## src/rtl/mips_ctrl_pkg.sv

```systemverilog
// Shared constants for the multicycle MIPS control path: opcodes, ALUOp codes,
// FSM states, datapath mux select codes and the bundled control word.
package mips_ctrl_pkg;

  localparam int ALUOP_WIDTH = 3;
  typedef logic [ALUOP_WIDTH-1:0] aluop_t;

  localparam aluop_t ALU_R    = 3'b111;
  localparam aluop_t ALU_ANDI = 3'b110;
  localparam aluop_t ALU_ORI  = 3'b101;
  localparam aluop_t ALU_ADD  = 3'b100;
  localparam aluop_t ALU_LUI  = 3'b011;
  localparam aluop_t ALU_SUB  = 3'b001;

  localparam logic [5:0] OP_R    = 6'b000000;
  localparam logic [5:0] OP_J    = 6'b000010;
  localparam logic [5:0] OP_JAL  = 6'b000011;
  localparam logic [5:0] OP_BEQ  = 6'b000100;
  localparam logic [5:0] OP_BNE  = 6'b000101;
  localparam logic [5:0] OP_ADDI = 6'b001000;
  localparam logic [5:0] OP_ANDI = 6'b001100;
  localparam logic [5:0] OP_ORI  = 6'b001101;
  localparam logic [5:0] OP_LUI  = 6'b001111;
  localparam logic [5:0] OP_LW   = 6'b100011;
  localparam logic [5:0] OP_SW   = 6'b101011;

  typedef enum logic [3:0] {
    S_FETCH, S_DECODE, S_MEM_ADDR, S_MEM_READ, S_MEM_WB, S_MEM_WRITE,
    S_R_EXEC, S_R_WB, S_I_EXEC, S_I_WB, S_BRANCH, S_JUMP
  } state_t;

  localparam logic [1:0] M2R_ALUOUT = 2'b00, M2R_MDR = 2'b01, M2R_PC = 2'b10;
  localparam logic [1:0] RDST_RT = 2'b00, RDST_RD = 2'b01, RDST_RA = 2'b10;
  localparam logic [1:0] SRCB_B = 2'b00, SRCB_4 = 2'b01, SRCB_IMM = 2'b10, SRCB_IMM_SH = 2'b11;
  localparam logic [1:0] PCSRC_ALU = 2'b00, PCSRC_ALUOUT = 2'b01, PCSRC_JUMP = 2'b10, PCSRC_A = 2'b11;

  typedef struct packed {
    logic       pc_write;
    logic       pc_write_cond;
    logic       pc_write_cond_ne;
    logic       iord;
    logic       mem_read;
    logic       mem_write;
    logic       ir_write;
    logic       reg_write;
    logic [1:0] mem_to_reg;
    logic [1:0] reg_dst;
    logic       alu_src_a;
    logic [1:0] alu_src_b;
    logic       zero_ext;
    logic [1:0] pc_source;
    aluop_t     alu_op;
    logic       illegal_op;
  } ctrl_t;

  function automatic aluop_t imm_alu_op(input logic [5:0] op);
    case (op)
      OP_ANDI: imm_alu_op = ALU_ANDI;
      OP_ORI:  imm_alu_op = ALU_ORI;
      OP_LUI:  imm_alu_op = ALU_LUI;
      default: imm_alu_op = ALU_ADD;
    endcase
  endfunction

endpackage

```

## src/rtl/multicycle_control_decode.sv

```systemverilog
// Combinational map of (state, opcode, jr, mem_ready, run) to the control word
// and next state; while run is low every enable is suppressed and the state holds.
module multicycle_control_decode
  import mips_ctrl_pkg::*;
(
  input  state_t     state_i,
  input  logic [5:0] opcode_i,
  input  logic       jr_i,
  input  logic       mem_ready_i,
  input  logic       run_i,
  output ctrl_t      ctrl_o,
  output state_t     next_state_o
);

  ctrl_t  c;
  state_t nxt;

  always_comb begin
    c   = '0;
    nxt = state_i;
    case (state_i)
      S_FETCH: begin
        c.mem_read  = 1'b1;
        c.alu_src_b = SRCB_4;
        c.alu_op    = ALU_ADD;
        if (mem_ready_i) begin
          c.ir_write = 1'b1;
          c.pc_write = 1'b1;
          nxt        = S_DECODE;
        end
      end
      S_DECODE: begin
        // Branch target is computed speculatively into ALUOut here.
        c.alu_src_b = SRCB_IMM_SH;
        c.alu_op    = ALU_ADD;
        case (opcode_i)
          OP_LW, OP_SW:                      nxt = S_MEM_ADDR;
          OP_R:                              nxt = S_R_EXEC;
          OP_ADDI, OP_ANDI, OP_ORI, OP_LUI:  nxt = S_I_EXEC;
          OP_BEQ, OP_BNE:                    nxt = S_BRANCH;
          OP_J, OP_JAL:                      nxt = S_JUMP;
          default: begin
            c.illegal_op = 1'b1;
            nxt          = S_FETCH;
          end
        endcase
      end
      S_MEM_ADDR: begin
        c.alu_src_a = 1'b1;
        c.alu_src_b = SRCB_IMM;
        c.alu_op    = ALU_ADD;
        nxt         = (opcode_i == OP_SW) ? S_MEM_WRITE : S_MEM_READ;
      end
      S_MEM_READ: begin
        c.mem_read = 1'b1;
        c.iord     = 1'b1;
        if (mem_ready_i) nxt = S_MEM_WB;
      end
      S_MEM_WB: begin
        c.reg_write  = 1'b1;
        c.mem_to_reg = M2R_MDR;
        c.reg_dst    = RDST_RT;
        nxt          = S_FETCH;
      end
      S_MEM_WRITE: begin
        c.mem_write = 1'b1;
        c.iord      = 1'b1;
        if (mem_ready_i) nxt = S_FETCH;
      end
      S_R_EXEC: begin
        c.alu_src_a = 1'b1;
        c.alu_src_b = SRCB_B;
        c.alu_op    = ALU_R;
        if (jr_i) begin
          c.pc_write  = 1'b1;
          c.pc_source = PCSRC_A;
          nxt         = S_FETCH;
        end else begin
          nxt = S_R_WB;
        end
      end
      S_R_WB: begin
        c.alu_op     = ALU_R;
        c.reg_write  = 1'b1;
        c.reg_dst    = RDST_RD;
        c.mem_to_reg = M2R_ALUOUT;
        nxt          = S_FETCH;
      end
      S_I_EXEC, S_I_WB: begin
        c.alu_src_a = 1'b1;
        c.alu_src_b = SRCB_IMM;
        c.alu_op    = imm_alu_op(opcode_i);
        c.zero_ext  = (opcode_i == OP_ANDI) || (opcode_i == OP_ORI);
        if (state_i == S_I_WB) begin
          c.reg_write = 1'b1;
          c.reg_dst   = RDST_RT;
          nxt         = S_FETCH;
        end else begin
          nxt = S_I_WB;
        end
      end
      S_BRANCH: begin
        c.alu_src_a        = 1'b1;
        c.alu_src_b        = SRCB_B;
        c.alu_op           = ALU_SUB;
        c.pc_source        = PCSRC_ALUOUT;
        c.pc_write_cond    = (opcode_i == OP_BEQ);
        c.pc_write_cond_ne = (opcode_i == OP_BNE);
        nxt                = S_FETCH;
      end
      S_JUMP: begin
        c.pc_write  = 1'b1;
        c.pc_source = PCSRC_JUMP;
        if (opcode_i == OP_JAL) begin
          c.reg_write  = 1'b1;
          c.reg_dst    = RDST_RA;
          c.mem_to_reg = M2R_PC;
        end
        nxt = S_FETCH;
      end
      default: nxt = S_FETCH;
    endcase

    if (!run_i) begin
      c.pc_write         = 1'b0;
      c.pc_write_cond    = 1'b0;
      c.pc_write_cond_ne = 1'b0;
      c.ir_write         = 1'b0;
      c.reg_write        = 1'b0;
      c.mem_read         = 1'b0;
      c.mem_write        = 1'b0;
      nxt                = state_i;
    end
  end

  assign ctrl_o       = c;
  assign next_state_o = nxt;

endmodule

```

## config.mk

```make
export PLATFORM = sky130hd
export DESIGN_NAME = multicycle_control_decode
export DESIGN_NICKNAME = d
export VERILOG_FILES = /design/src/rtl/mips_ctrl_pkg.sv /design/src/rtl/multicycle_control_decode.sv
export SDC_FILE = /design/constraint.sdc
export NUM_CORES = 1
export LEC_CHECK = 0
export CAP_MARGIN = 20
export CORE_MARGIN = 1.5
export CORE_UTILIZATION = 35
export DETAILED_ROUTE_END_ITERATION = 6
export PLACE_DENSITY = 0.71
export SYNTH_ARGS = -nofsm -noshare
export SYNTH_HDL_FRONTEND = slang
export SYNTH_SLANG_ARGS = --single-unit
```

## constraint.sdc

```tcl
create_clock -name vclk -period 2
set_input_delay 0.2 -clock vclk [all_inputs]
set_output_delay 0.2 -clock vclk [all_outputs]
set_load 0.005 [all_outputs]
```

==> results of run 1 <==
## stage by stage
| stage | power (mW) | instances |
|---|---|---|
| finish | 0.293 | 235 |
| floorplan | 0.117 | 133 |
| CTS | 0.283 | 234 |
| detailed placement | 0.275 | 232 |
| global placement | 0.267 | 232 |
| global route | 0.313 | 235 |
## cell usage in the layout, fill, tap and decap left out, drive strengths merged, types with 3 or more instances in the layout
cell,n
dlymetal6s2s,7
xor2,3
a21oi,9
clkdlybuf4s15,3
a31oi,3
inv,5
buf,51
nand3,5
nor2b,6
nand2b,5
nand2,10
o21ai,12
and3,3
nor2,15
o211ai,3
nor3,6
clkdlybuf4s50,13
dlygate4sd2,15
## critical path, stage by stage
cell             delay (ps)
dlygate4sd2_1           260
buf_6                   140
nor2_1                  140
buf_4                   150
nand2_1                 100
nor3_1                  200
clkdlybuf4s50_1         540
## per-layer routing
metal / global-route usage [%] / part of all wire [%] / wire [µm]
met1: 32.7 / 42 / 1500
met2: 55.5 / 49 / 1740
met3: 3.57 / 7.0 / 253
met4: 7.21 / 2.6 / 92
met5: 0 / 0 / 0
## final cells by class
| type | instances | area, µm² |
|---|---|---|
| Multi-Input combinational cell | 114 | 783 |
| Timing Repair Buffer | 89 | 774 |
| Fill cell | 159 | 432 |
| Tap cell | 27 | 33.8 |
| Inverter | 5 | 18.8 |
## logic make-up after synthesis
group | count (synthesis) | synth area share (%)
buf+inv | 19 | 10.8
xor+xnor | 4 | 4.46
mux | 2 | 2.55
simple gates | 66 | 48.1
compound gates | 42 | 34.1
## where the power goes
group,internal [mW],leakage (nW),switching (mW)
logic,0.155,0.825,0.137
clock network,0,0,0
registers,0,0,0
## worst max path at each step
stage | end | from | slack, ps
6_report | ctrl_o[17] | state_i[2] | 70
5_1_grt | ctrl_o[5] | state_i[3] | -0.06
3_5_place_dp | ctrl_o[19] | state_i[0] | -390
3_3_place_gp | next_state_o[1] | state_i[0] | -330
4_1_cts | ctrl_o[11] | opcode_i[4] | 8
2_1_floorplan | ctrl_o[19] | state_i[3] | 620
## what timing repair did
action                                 CTS  global route
setup endpoints to repair               25             8
gates cloned                             1             0
gates resized for setup                 47            12
buffers inserted                         1             1
pin swaps                               10             4
endpoints found under the hold margin    0             0
==> flow_summary.yaml, run 1 <==
timing:
  whs_ps: 1000
  min_period_ps: 1930
  slew_headroom_pct: 80.5
  fin_crit_sh_pct: 96.7
  worst_slack_ps: 65.3
  tns_ps: 0
  setup_violations: 0
  finalHoldViolCount: 0
  max_freq_mhz: 517
  slew_violations: 0
  worstMarginPinSlew_ps: 291
grt:
  gr-usage-all-layers_pct: 28.7
  antenna_found_initial: 0
  grt_pass1_wl_um: 5850
  grt_start_max_net_pins: 13
  gr-total-overflow: 0
  grt_pass1_vias: 1341
floorplanning:
  die_width_um: 50.4
  io_pins: 39
  dieHeight_um: 50.4
  core_area_mm2: 0.00204
  initial_core_util_pct: 38.5
  row_count: 16
  dieArea_mm2: 0.00254
placement:
  place_area_mm2: 0.00150
  gp_congestion: 0.971
  pre_cts_slack_ps: -390
  port_buffers: 39
  hpwlAfterDp_um: 2600
critical_path:
  cp-start-kind: "input pin"
  crit_path_end_kind: "output port"
  critical_path_class: "in2out"
  cp.arrival_ps: 1730
  critPathRequiredTime_ps: 1800
  path_max_fanout: 5
yosys:
  synth_area_um2: 786
  postSynthAreaPerCell_um2: 5.91
  synth_top_area_share_pct: 7.17
  ys_warn_count: 0
  syn_inst: 133
  synthTopCellsByCount: "nor2_1, o21ai_0, a21oi_1, nand2_1, buf_2"
  synth_area_leaders: "nor2_1, o21ai_0, a21oi_1"
  yosysMostFrequentCell: "nor2_1"
  seq_area_frac_synth_pct: 0
  synth_fp_nets: 146
  yosys.area.top_type: "nor2_1"
  yosysUniqueCellTypes: 47
power_and_ir_drop:
  p_leak_nw: 0.825
  ir_drop_mv: 0.124
  power_density_mw_per_mm2: 182
detailed_routing:
  drt_pass1_iterations: 4
  drc: 0
  num_vias: 1322
  routed_via_density: 5.63
  drt-total-wl_um: 3590
  drt_first_iter_violations: 33
  wire_per_inst_um: 15.3
  postRouteAntennaNets: 0
worst_hold_path:
  hold_path.class: "in2out"
  holdPathEnd: "ctrl_o[19]"
  min-delay-start: "opcode_i[1]"
  min_path_cells: 4
layout:
  final_nets: 223
  clkbuf_count: 0
  regArea_um2: 0
  areaGrowthSynthToFinish_pct: 105
  diodes: 0
  post-route-util_pct: 78.9
  fin_area_mm2: 0.00161
  seq_cells: 0
  drive_above_1_share_pct: 34.1
run_status:
  status: "complete, no violations"
job:
  maxCapViolCount: 0
clock_tree:
  hold_buffers: 0
No activity file was read; power rests on OpenSTA's default activity.
==> run 2, diff against run 1 <==
--- a/config.mk
+++ b/config.mk
@@ -10,6 +10,7 @@
 export CORE_UTILIZATION = 35
 export DETAILED_ROUTE_END_ITERATION = 6
 export PLACE_DENSITY = 0.71
+export SLEW_MARGIN = 10
 export SYNTH_ARGS = -nofsm -noshare
 export SYNTH_HDL_FRONTEND = slang
 export SYNTH_SLANG_ARGS = --single-unit
==> results of run 2 <==
No change in the layout: final DEF, timing and power equal those of run 1.
